$ cat src/rtl/jpeg_cone_chain_pipe.sv
// Pipelined generate/propagate carry-cone (mode 0) / unsigned A>=B compare cone (mode 1).
// Optional handshake counter output stat_cnt is enabled by defining JPEG_CONE_STATS_EN.
module jpeg_cone_chain_pipe #(
    parameter int WIDTH  = 8,
    parameter int STAGES = 2
) (
    input  logic             clk,
    input  logic             rst,
    input  logic             in_valid,
    output logic             in_ready,
    input  logic [WIDTH-1:0] in_a,
    input  logic [WIDTH-1:0] in_b,
    input  logic             in_cin,
    input  logic             in_mode,
    output logic             out_valid,
    input  logic             out_ready,
    output logic             out_cone,
    output logic             out_cone_n,
    output logic             out_allprop
`ifdef JPEG_CONE_STATS_EN
    ,
    output logic [15:0]      stat_cnt
`endif
);

    localparam int SL = WIDTH / STAGES;

    logic [STAGES-1:0] vld_p;
    logic [STAGES-1:0] adv;
    logic [STAGES-1:0] cry_p;
    logic [STAGES-1:0] allp_p;
    logic [STAGES-1:0] mode_p;
    logic [WIDTH-1:0]  a_p [STAGES];
    logic [WIDTH-1:0]  b_p [STAGES];
    logic [1:0]        res [STAGES];
    logic              accept;

    // Ripple one slice of the chain; returns {carry_out, slice_allprop}.
    function automatic logic [1:0] resolve(input logic [SL-1:0] a, input logic [SL-1:0] b,
                                           input logic mode, input logic cin);
        logic c;
        logic ap;
        logic bi;
        c  = cin;
        ap = 1'b1;
        for (int i = 0; i < SL; i++) begin
            bi = mode ? ~b[i] : b[i];
            c  = (a[i] & bi) | ((a[i] | bi) & c);
            ap = ap & (a[i] | bi);
        end
        return {c, ap};
    endfunction

    // A stage may load whenever any stage at or after it has a free slot, or the sink drains.
    for (genvar k = 0; k < STAGES; k++) begin : g_adv
        assign adv[k] = out_ready | ~(&vld_p[STAGES-1:k]);
    end

    assign in_ready = ~rst & adv[0];
    assign accept   = in_valid & in_ready;

    // Compare mode seeds the chain with 1 so that A + ~B + 1 carries out iff A >= B.
    assign res[0] = resolve(in_a[SL-1:0], in_b[SL-1:0], in_mode, in_mode | in_cin);
    for (genvar k = 1; k < STAGES; k++) begin : g_res
        assign res[k] = resolve(a_p[k-1][k*SL +: SL], b_p[k-1][k*SL +: SL],
                                mode_p[k-1], cry_p[k-1]);
    end

    always_ff @(posedge clk) begin
        if (rst) begin
            vld_p <= '0;
        end else begin
            if (adv[0]) vld_p[0] <= accept;
            for (int k = 1; k < STAGES; k++) begin
                if (adv[k]) vld_p[k] <= vld_p[k-1];
            end
        end
    end

    // ---- stage 0 captures the first slice; stage k folds in slice k ----
    always_ff @(posedge clk) begin
        if (accept) begin
            cry_p[0]  <= res[0][1];
            allp_p[0] <= res[0][0];
            mode_p[0] <= in_mode;
            a_p[0]    <= in_a;
            b_p[0]    <= in_b;
        end
        for (int k = 1; k < STAGES; k++) begin
            if (adv[k] && vld_p[k-1]) begin
                cry_p[k]  <= res[k][1];
                allp_p[k] <= allp_p[k-1] & res[k][0];
                mode_p[k] <= mode_p[k-1];
                a_p[k]    <= a_p[k-1];
                b_p[k]    <= b_p[k-1];
            end
        end
    end

    // ---- output: data registers are unreset, so results are masked by valid ----
    assign out_valid   = vld_p[STAGES-1] & ~rst;
    assign out_cone    = out_valid & cry_p[STAGES-1];
    assign out_cone_n  = ~out_cone;
    assign out_allprop = out_valid & allp_p[STAGES-1];

`ifdef JPEG_CONE_STATS_EN
    always_ff @(posedge clk) begin
        if (rst) begin
            stat_cnt <= '0;
        end else if (out_valid && out_ready && stat_cnt != 16'hFFFF) begin
            stat_cnt <= stat_cnt + 16'd1;
        end
    end
`endif

endmodule

$ cat config.mk
export PLATFORM = sky130hd
export DESIGN_NAME = jpeg_cone_chain_pipe
export DESIGN_NICKNAME = d
export VERILOG_FILES = /design/src/rtl/jpeg_cone_chain_pipe.sv
export SDC_FILE = /design/constraint.sdc
export NUM_CORES = 1
export LEC_CHECK = 0
export CAP_MARGIN = 20
export CORE_MARGIN = 1
export CORE_UTILIZATION = 43
export CTS_CLUSTER_SIZE = 40
export DETAILED_ROUTE_END_ITERATION = 8
export GPL_TIMING_DRIVEN = 0
export PLACE_DENSITY = 0.77
export SLEW_MARGIN = 0
export SYNTH_ARGS = -nofsm -noshare
export SYNTH_HDL_FRONTEND = slang
export SYNTH_SLANG_ARGS = --single-unit
export TNS_END_PERCENT = 10
$ cat constraint.sdc
create_clock -name clk -period 1.6 [get_ports clk]
set_input_delay 0.32 -clock clk [delete_from_list [all_inputs] [get_ports clk]]
set_output_delay 0.32 -clock clk [all_outputs]
set_load 0.01 [all_outputs]
==> flow_summary.yaml <==
drt:
  drc: 0
  dr_wl_met2_um: 784
  top_layer_used: "met4"
  drtPass1Iterations: 4
  wl_met3_um: 41
  final_antenna_net_count: 0
  finalWirelength_mm: 1.443
  wl_per_cell_um: 11.73
  drt_iter0_drc: 7
  viasPerCell: 5.154
  vias: 634
  met1_length_um: 582
sta:
  layout_min_cycle_time_ns: 1.521
  maxSlewHeadroom: 0.7671
  slew_viol_final: 0
  fmax_mhz: 657.4
  finClkSkew_ns: 0.0003268
  setup_viol: 0
  worstMarginPinSlew_ns: 0.3482
  period_share: 0.9507
  rsz0062_at_grt: "no"
  timing.final.ws_setup_ns: 0.07894
  finalHoldViolCount: 0
  setup-tns-final_ns: 0
die:
  io_pins: 27
  dieArea_mm2: 0.001966
  coreArea_mm2: 0.001594
  start_util: 0.4835
  die_y_um: 44.34
  die-width_um: 44.34
  num_rows: 14
clock_network:
  hold_buffers: 0
  cts-htree-levels: 1
  cts_sinks: 15
  clk_latency_ns: 0.27
  cts_setup_buffers: 0
  cts_inserted_buffers: 3
  clk_pin_slew_ns: 0.08
  cts_buffer_depth: 2
  cts_tree: "built"
  root_buffer: "clkbuf_4"
grt:
  grt_max_degree: 12
  track_usage: 0.1611
  grt_antenna_before_repair: 0
  grt_pass1_vias: 597
  grt_pass1_wl_mm: 2.290
  grt-ovfl-total: 0
worst_setup_path:
  crit_arrival_ns: 1.20
  critPathCaptureType: "output pin"
  startpoint_type: "primary input"
  cp_slowest_cell: "clkdlybuf4s50_1"
  cp.required_ns: 1.28
  cpPeakStageDelay_ns: 0.47
  crit_type: "primary input to output pin"
  crit_fanout: 4
  worstPathCellList: "clkdlybuf4s50_1 -> nor2b_2 -> a21oi_1 -> clkbuf_2"
place:
  port_buffers: 26
  hpwl_mm: 1.209
  preCtsSetupSlack_ns: -0.3871
  gp_congestion: 0.7014
synthesis:
  synth_area_um2: 770.7
  synth_warnings: 0
  syn_avg_cell_area_um2: 11.17
  synthCells: 69
  ys_ff_latch: 15
  synth.distinct_cells: 23
  syn_nets: 91
  synth_seq_area_share: 0.5584
status:
  status: "finished, final reports clean"
pwr:
  leakage_nw: 0.4287
  power.density_mw_per_mm2: 741.2
  peakVddDrop_mv: 0.4428
  power_mw: 0.8022
finish:
  antenna_cells: 0
  layout_common_cells: "20 x clkdlybuf4s50_1, 13 x edfxtp_1, 10 x inv_1"
  final_nets: 122
  layout-drive-gt1-share: 0.09091
  area_growth_pct: 40.42
  final_common_cell: "clkdlybuf4s50_1"
worst_hold_path:
  hold_class: "primary input to register"
run:
  max-cap-violations: 0
==> worst max-delay path: cells and delay by family <==
family,cells,cell delay [ns]
AOI/OAI and AO/OA,1,0.18
buffers and inverters,2,0.63
and+or+nand+nor,1,0.06
==> report_power, final <==
| part | switching [mW] | total (mW) | internal (mW) |
|---|---|---|---|
| combinational | 0.0557 | 0.138 | 0.0826 |
| sequential | 0.0122 | 0.460 | 0.448 |
| clock | 0.108 | 0.204 | 0.0963 |
==> cells by family after synthesis <==
| logic type | synth area share |
|---|---|
| XOR/XNOR | 0.05521 |
| flip-flops | 0.5584 |
| AO/OA/AOI/OAI | 0.1997 |
| AND/OR/NAND/NOR | 0.09741 |
| multiplexers | 0.01299 |
| adder cells (fa/ha/maj) | 0.01299 |
| buffers and inverters | 0.06332 |
==> Yosys cell counts, drive strengths merged <==
library cell	number	area (um^2)
o32ai	1	8.760
a32o	1	10.01
nor2b	3	18.77
o21ai	4	20.02
inv	10	37.54
a22oi	1	7.510
mux2i	1	10.01
o22ai	5	31.28
and2	3	18.77
xor2	4	42.55
nand3	1	5.000
a22o	1	8.760
a221oi	3	26.28
edfxtp	13	390.4
nor2	5	18.77
maj3	1	10.01
nand2	2	7.510
buf	1	11.26
and3	1	6.260
a21oi	3	15.01
dfxtp	2	40.04
o221ai	3	26.28
==> per-stage QoR <==
step	area, um^2	utilization	hold slack, ns	cells
floorplan	770.7	-	0.3924	69
global placement	1061	0.6656	0.4937	119
detailed placement	1061	0.6656	0.5018	119
CTS	1086	0.6813	0.4156	123
global route	1082	0.6790	0.4573	123
finish	1082	0.6790	0.4191	123
==> layer usage <==
metal | up-vias | GRT usage
met3 | 4 | 0.02449
met5 | - | 0
met1 | 290 | 0.1755
met4 | 0 | 0.09091
li1 | 320 | -
met2 | 20 | 0.2941
==> final cells by class <==
| class | count | area, um^2 |
|---|---|---|
| Fill cell | 120 | 511.7 |
| Sequential cell | 15 | 430.4 |
| Multi-Input combinational cell | 43 | 297.8 |
| Timing Repair Buffer | 26 | 249.0 |
| Inverter | 10 | 37.54 |
| Tap cell | 24 | 30.03 |
| Clock buffer | 4 | 26.28 |
| Buffer | 1 | 11.26 |
==> path summary, 6_finish.rpt <==
check,start,end,slack [ns],cells after the start
worst min-delay path,rst,vld_p[1],0.42,2
worst max-delay path,out_ready,in_ready,0.08,4
worst max register to register,mode_p[0],cry_p[1],0.18,5
worst min register to register,vld_p[0],vld_p[1],0.52,2
==> registers in the layout, indices dropped and copies added, names as in the netlist <==
register	flops
a_p	4
b_p	4
allp_p	2
cry_p	2
vld_p	2
mode_p	1
==> repair_timing <==
action / CTS / global route
gates cloned: 0 / 0
hold endpoints to repair: 0 / 0
resized for setup: 9 / 2
endpoints found under the setup margin: 16 / 1
No activity file was read; power rests on OpenSTA's default activity.
